### src/rtl/sound_beep_gen_if.sv
// Sound request / tone output bundle between the game controller and
// sound_beep_gen. The controller is the master; the beep generator is the slave.
interface sound_beep_gen_if;
  logic       enable_sound;
  logic [9:0] sound_freq;
  logic       tone_out;
  logic       busy;
  logic [3:0] beep_idx;

  modport master (
    output enable_sound, sound_freq,
    input  tone_out, busy, beep_idx
  );

  modport slave (
    input  enable_sound, sound_freq,
    output tone_out, busy, beep_idx
  );
endinterface

### src/rtl/sound_beep_gen.sv
// sound_beep_gen: turns a sound request into BEEPS square-wave bursts of
// BEEP_CYCLES clocks, each followed by GAP_CYCLES clocks of silence (none after
// the last). Tone synthesis uses a phase accumulator against HALF = CLK_HZ/2,
// so the average output frequency is exactly the requested f in Hz.
// Optional feature macro: SOUND_SWEEP_EN -- each later burst plays at
// f - (f>>2) of the previous one, giving a descending jingle.
module sound_beep_gen #(
  parameter int CLK_HZ      = 50_000_000,
  parameter int BEEP_CYCLES = 5_000_000,
  parameter int GAP_CYCLES  = 2_500_000,
  parameter int BEEPS       = 3
) (
  input logic             clk,
  input logic             resetN,
  sound_beep_gen_if.slave bus
);

  localparam int HALF    = CLK_HZ / 2;
  localparam int AW      = $clog2(HALF + 1024);
  localparam int MAX_CYC = (BEEP_CYCLES > GAP_CYCLES) ? BEEP_CYCLES : GAP_CYCLES;
  localparam int DW      = $clog2(MAX_CYC + 1);

  localparam logic [AW-1:0] HALF_V    = AW'(HALF);
  localparam logic [DW-1:0] BEEP_LAST = DW'(BEEP_CYCLES - 1);
  localparam logic [DW-1:0] GAP_LAST  = DW'(GAP_CYCLES - 1);
  localparam logic [DW-1:0] DUR_ONE   = DW'(1);
  localparam logic [3:0]    LAST_IDX  = 4'(BEEPS - 1);

  typedef enum logic [1:0] {
    IDLE,
    TONE,
    GAP
  } state_t;

  state_t        state;
  logic          en_q;
  logic [9:0]    f;
  logic [AW-1:0] acc;
  logic [DW-1:0] dur;
  logic          tone;
  logic          busy_r;
  logic [3:0]    idx;

  logic [AW-1:0] sum;
  logic          rise;

  // Next accumulator value; f < 1024 and acc < HALF, so it cannot overflow AW.
  assign sum  = acc + AW'(f);
  // Request is edge-triggered: a held-high enable_sound plays only once.
  assign rise = bus.enable_sound & ~en_q;

  assign bus.tone_out = tone;
  assign bus.busy     = busy_r;
  assign bus.beep_idx = idx;

  // Burst sequencer FSM with registered outputs and phase accumulator.
  always_ff @(posedge clk) begin
    // NOTE: reset is synchronous -- it is just the highest-priority branch
    // inside the clocked block, so it only takes effect at a clk edge.
    if (!resetN) begin
      state  <= IDLE;
      en_q   <= 1'b0;
      f      <= '0;
      acc    <= '0;
      dur    <= '0;
      tone   <= 1'b0;
      busy_r <= 1'b0;
      idx    <= '0;
    end else begin
      en_q <= bus.enable_sound;
      case (state)
        IDLE: begin
          if (rise && bus.sound_freq != '0) begin
            f      <= bus.sound_freq;
            acc    <= '0;
            dur    <= '0;
            tone   <= 1'b0;
            idx    <= '0;
            busy_r <= 1'b1;
            state  <= TONE;
          end
        end

        TONE: begin
          if (sum >= HALF_V) begin
            acc  <= sum - HALF_V;
            tone <= ~tone;
          end else begin
            acc <= sum;
          end
          // NOTE: with non-blocking assignments the last one executed wins, so
          // the end-of-burst clears below override the toggle/acc updates above.
          if (dur == BEEP_LAST) begin
            tone <= 1'b0;
            acc  <= '0;
            dur  <= '0;
            if (idx == LAST_IDX) begin
              busy_r <= 1'b0;
              idx    <= '0;
              state  <= IDLE;
            end else begin
              state <= GAP;
            end
          end else begin
            dur <= dur + DUR_ONE;
          end
        end

        GAP: begin
          tone <= 1'b0;
          acc  <= '0;
          if (dur == GAP_LAST) begin
            idx   <= idx + 4'd1;
            dur   <= '0;
            state <= TONE;
`ifdef SOUND_SWEEP_EN
            // f=1 maps to 1 - 0 = 1, so the sweep never reaches silence.
            f <= f - (f >> 2);
`endif
          end else begin
            dur <= dur + DUR_ONE;
          end
        end

        default: state <= IDLE;
      endcase
    end
  end

endmodule

### src/flat_wrapper.sv
// flat-port wrapper written by rule: the top's interface ports become plain ports
module sound_beep_gen_flat 
#(
  parameter int CLK_HZ      = 50_000_000,
  parameter int BEEP_CYCLES = 5_000_000,
  parameter int GAP_CYCLES  = 2_500_000,
  parameter int BEEPS       = 3
)
  (clk, resetN, bus_enable_sound, bus_sound_freq, bus_tone_out, bus_busy, bus_beep_idx);
  sound_beep_gen_if bus_i ();
  input logic clk;
  input logic resetN;
  input wire logic [$bits(bus_i.enable_sound)-1:0] bus_enable_sound;
  input wire logic [$bits(bus_i.sound_freq)-1:0] bus_sound_freq;
  output wire logic [$bits(bus_i.tone_out)-1:0] bus_tone_out;
  output wire logic [$bits(bus_i.busy)-1:0] bus_busy;
  output wire logic [$bits(bus_i.beep_idx)-1:0] bus_beep_idx;
  assign bus_i.enable_sound = bus_enable_sound;
  assign bus_i.sound_freq = bus_sound_freq;
  assign bus_tone_out = bus_i.tone_out;
  assign bus_busy = bus_i.busy;
  assign bus_beep_idx = bus_i.beep_idx;
  sound_beep_gen #(.CLK_HZ(CLK_HZ), .BEEP_CYCLES(BEEP_CYCLES), .GAP_CYCLES(GAP_CYCLES), .BEEPS(BEEPS)) u_core (.clk(clk), .resetN(resetN), .bus(bus_i));
endmodule
### config.mk
export PLATFORM = sky130hd
export DESIGN_NAME = sound_beep_gen_flat
export DESIGN_NICKNAME = d
export VERILOG_FILES = /design/src/rtl/sound_beep_gen_if.sv /design/src/rtl/sound_beep_gen.sv /design/src/flat_wrapper.sv
export SDC_FILE = /design/constraint.sdc
export NUM_CORES = 1
export LEC_CHECK = 0
export ABC_AREA = 1
export BUFFER_PORTS_ARGS = -buffer_cell sky130_fd_sc_hd__buf_4
export CORE_ASPECT_RATIO = 1.4
export CORE_MARGIN = 2
export CORE_UTILIZATION = 40
export CTS_BUF_LIST = sky130_fd_sc_hd__clkbuf_8
export CTS_CLUSTER_DIAMETER = 150
export DETAILED_ROUTE_END_ITERATION = 10
export SLEW_MARGIN = 20
export SYNTH_ARGS = -nofsm -noshare
export SYNTH_HDL_FRONTEND = slang
export SYNTH_SLANG_ARGS = --single-unit
### constraint.sdc
create_clock -name clk -period 3.3 [get_ports clk]
set_input_delay 0.495 -clock clk [delete_from_list [all_inputs] [get_ports clk]]
set_output_delay 0.495 -clock clk [all_outputs]
set_load 0.01 [all_outputs]
==> impl_metrics.py <==
metrics = {
    "global_routing": {
        "antenna_violations_before_repair": 0,
        "grt_use_total_pct": 21.69,
        "first_pass_grt_wire_length_mm": 24.42,
        "grt_start_max_net_pins": 40,
        "grt-ovfl-total": 0,
        "grt_pass1_vias": 5061,
    },
    "synthesis": {
        "netlist.area_leader.share_pct": 25.48,
        "yosysWarnings": 0,
        "synth_cells": 860,
        "synth_flop_cell": "dfxtp_1",
        "synth_area_um2": 5264,
        "synth_async_sr_flop_share_pct": 0,
        "synthTopCellsByArea": "dfxtp_1 25%, nand2_1 17%, nand3_1 8.7%",
        "synth_seq_cells": 67,
        "syn-num-nets": 893,
        "synth_seq_area_share_pct": 25.48,
        "synth_cell_types": 47,
        "avgSynthCellArea_um2": 6.121,
        "post_synth_edffs": 0,
        "leading_area_contributor_after_synthesis": "dfxtp_1",
    },
    "layout": {
        "layout-drive-gt1-share_pct": 16.03,
        "n_antenna_cell": 0,
        "final_net_count": 920,
        "post-route-cell-area_um2": 5959,
        "post-route-util_pct": 46.29,
        "number_of_cells_in_the_finished_layout_apart_from_fillers": 1045,
        "area.growth.synth_to_final_pct": 13.22,
    },
    "sta": {
        "hold_violations": 0,
        "max_clock_freq_mhz": 329.9,
        "slew_headroom_pct": 47.53,
        "timing.final.crit_period_ns": 3.031,
        "finalSetupViolCount": 0,
        "worst_clock_skew_ns": 0.01474,
        "timing_max_transition_violations_final": 0,
        "setup_slack_ns": 0.2687,
        "unrepaired_setup_endpoints_after_global_routing": "false",
        "fin_tns_setup_ns": 0,
        "post-route-period-util_pct": 91.86,
        "worstMarginPinSlew_ns": 0.7841,
    },
    "placed_design": {
        "port_buffers": 18,
        "placement.cell_area_um2": 5535,
        "globalplace.congestion": 0.9259,
        "pre_cts_slack_ns": 0.02069,
        "place.detailed.instances": 1019,
        "detailedPlacementHpwl_mm": 11.33,
    },
    "min_path": {
        "worstHoldPathType": "in2reg",
    },
    "drt": {
        "route.antenna.remaining_nets": 0,
        "drt_wl_total_mm": 14.96,
        "drt-vias-per-instance": 5.253,
        "detail_route.drc_violations": 0,
        "drt-initial-drc-count": 339,
        "dr.pass1.iters": 5,
        "num_vias": 5489,
        "drt-wirelength-per-cell_um": 14.31,
    },
    "critical_path": {
        "cp_common_cell": "nand2_1",
        "cpMaxStageDelayCell": "dfxtp_1",
        "path_class": "reg2reg",
        "regToRegSetupSlack_ns": 0.27,
        "critPathLaunchType": "flop",
        "cp_slowest_stage_delay_ns": 0.35,
        "cp.buffers_inverters": 0,
        "critPathTopFamily": "simple AND/OR/NAND/NOR gates",
        "worst-endpoint-required_ns": 3.58,
        "critical_path_arrival_ns": 3.31,
        "crit_path_max_fanout": 8,
        "setup.worst_path.end_class": "flop",
        "crit_path_cell_trace": "ha_4 -> nand2_2 -> nor2_4 -> nand3_2 -> nand2_4 -> nand2_1 -> nand2_2 -> ha_1 -> nand2_1 -> nor2_1 -> nand3_1 -> nor2_1 -> nand2_1 -> nor2_1 -> nand3_1 -> nor2_2 -> nand3_4 -> nand3_4 -> nand2_1 -> nand2_1 -> nand3_1 -> a21oi_1",
    },
    "die": {
        "start_util_pct": 40.88,
        "floorplan.io_pins": 19,
        "fp.dieW_um": 101.0,
        "fp-row-count": 49,
        "die_height_um": 139.7,
        "design.core.area_um2": 12870,
        "die_area_um2": 14110,
    },
    "clock_network": {
        "cts-buffers-inserted": 9,
        "cts.path.max_buffers": 2,
        "post_cts_hold_buffer_count": 0,
        "clk-insertion-delay-late_ns": 0.36,
        "cts_tree": "yes",
        "clkSlewWorstSetupHoldPaths_ns": 0.09,
        "cts_htree_levels": 3,
        "numClockSinks": 67,
        "root_buffer_cell": "clkbuf_8",
    },
    "power_and_ir_drop": {
        "vdd_ir_max_mv": 0.4193,
        "power.density_cell_area_nw_per_um2": 434.6,
        "total_leakage_power_nw": 2.587,
    },
    "outcome": {
        "outcome": "completed",
    },
    "job": {
        "number_of_maximum_capacitance_constraint_violations": 0,
    },
}
[worst reg2reg max path, stage by stage (launching register included)]
cell,delay (ns)
dfxtp_1,0.35
ha_4,0.30
nand2_2,0.09
nor2_4,0.15
nand3_2,0.11
nand2_4,0.12
nand2_1,0.07
nand2_2,0.11
ha_1,0.16
nand2_1,0.05
nor2_1,0.10
nand3_1,0.08
nor2_1,0.11
nand2_1,0.07
nor2_1,0.09
nand3_1,0.09
nor2_2,0.15
nand3_4,0.18
nand3_4,0.21
nand2_1,0.07
nand2_1,0.05
nand3_1,0.08
a21oi_1,0.15
[placed cells by master (no fill, tap or decap), types with 3 or more instances in the layout]
cell,instances
nand2_4,4
nor2_2,16
clkinv_1,4
dfxtp_1,65
clkinv_4,3
a21oi_1,50
ha_4,5
nor2_1,78
a31oi_1,3
nand3_2,7
nor3_1,13
nor2_4,5
nand3b_1,9
inv_2,11
nor4_1,7
inv_1,102
nand2_1,241
xor2_1,4
ha_1,13
a21oi_2,4
o21ai_0,27
clkbuf_8,9
nand2_2,29
buf_4,30
nand3_4,5
nand3_1,92
nand4_1,24
a22oi_1,5
[layer usage]
metal	up-vias	GRT usage [%]	wire, um	share of wire, %
met3	43	3.164	693	4.6
met4	0	9.531	614	4.1
met5	-	0	0	0
met1	2449	26.56	6404	43
met2	136	37.19	7245	48
li1	2861	-	-	-
[cell families after synthesis]
family	synth area share (%)
and+or+nand+nor	47.82
buffers and inverters	10.29
AOI/OAI and AO/OA	10.51
DFF	25.48
adders and majority gates	4.897
xor gates and xnor gates	0.9983
[timing repair]
action	4_1_cts	5_1_grt
buffers inserted	0	6
endpoints found under the setup margin	0	20
gates resized for setup	0	24
[cell usage after synthesis (4+ instances only)]
master / count
nand2_1: 243
inv_1: 104
nand3_1: 92
nor2_1: 79
dfxtp_1: 67
a21oi_1: 52
nand2_2: 28
o21ai_0: 27
nand4_1: 24
ha_1: 19
nor2_2: 16
nor3_1: 13
clkbuf_1: 11
inv_2: 9
nand3b_1: 9
nor4_1: 7
nand3_2: 6
a22oi_1: 5
clkinv_1: 4
nor2_4: 4
xor2_1: 4
[registers in the layout, summed over array words and instances, names as in the netlist]
register,count
u_core.en_q,1
u_core.state,2
u_core.bus.busy,1
u_core.dur,23
u_core.acc,25
u_core.bus.beep_idx,4
u_core.f,10
u_core.bus.tone_out,1
[layout make-up]
cell class	count	area, um2
Multi-Input combinational cell	662	3536
Fill cell	1386	6915
Clock buffer	9	123.9
Tap cell	153	191.4
Timing Repair Buffer	30	225.2
Sequential cell	67	1344
Clock inverter	7	100.1
Inverter	117	439.2
[report_power, final]
group	switching (mW)	internal, mW	leakage (nW)	total (mW)
combinational	0.580	0.279	1.93	0.859
clock	0.364	0.431	0.114	0.795
sequential	0.0614	0.875	0.544	0.936
[stage by stage]
step                hold WS [ns]  power (mW)
floorplan                 0.4497       1.532
global placement          0.4618       1.791
detailed placement        0.4654       1.785
CTS                       0.3203       2.589
global route              0.3353       2.779
finish                    0.3345       2.590
[final timing paths]
kind | start | end | cells after the start
worst max register to register | u_core.acc[6]$_SDFFE_PN0P_ | u_core.acc[8]$_SDFFE_PN0P_ | 22
worst min register to register | u_core.acc[7]$_SDFFE_PN0P_ | u_core.acc[7]$_SDFFE_PN0P_ | 2
worst max-delay path | u_core.acc[6]$_SDFFE_PN0P_ | u_core.acc[8]$_SDFFE_PN0P_ | 22
worst min-delay path | bus_enable_sound | u_core.en_q$_SDFF_PN0_ | 3
Note: power is estimated with default switching activity, not from simulation.
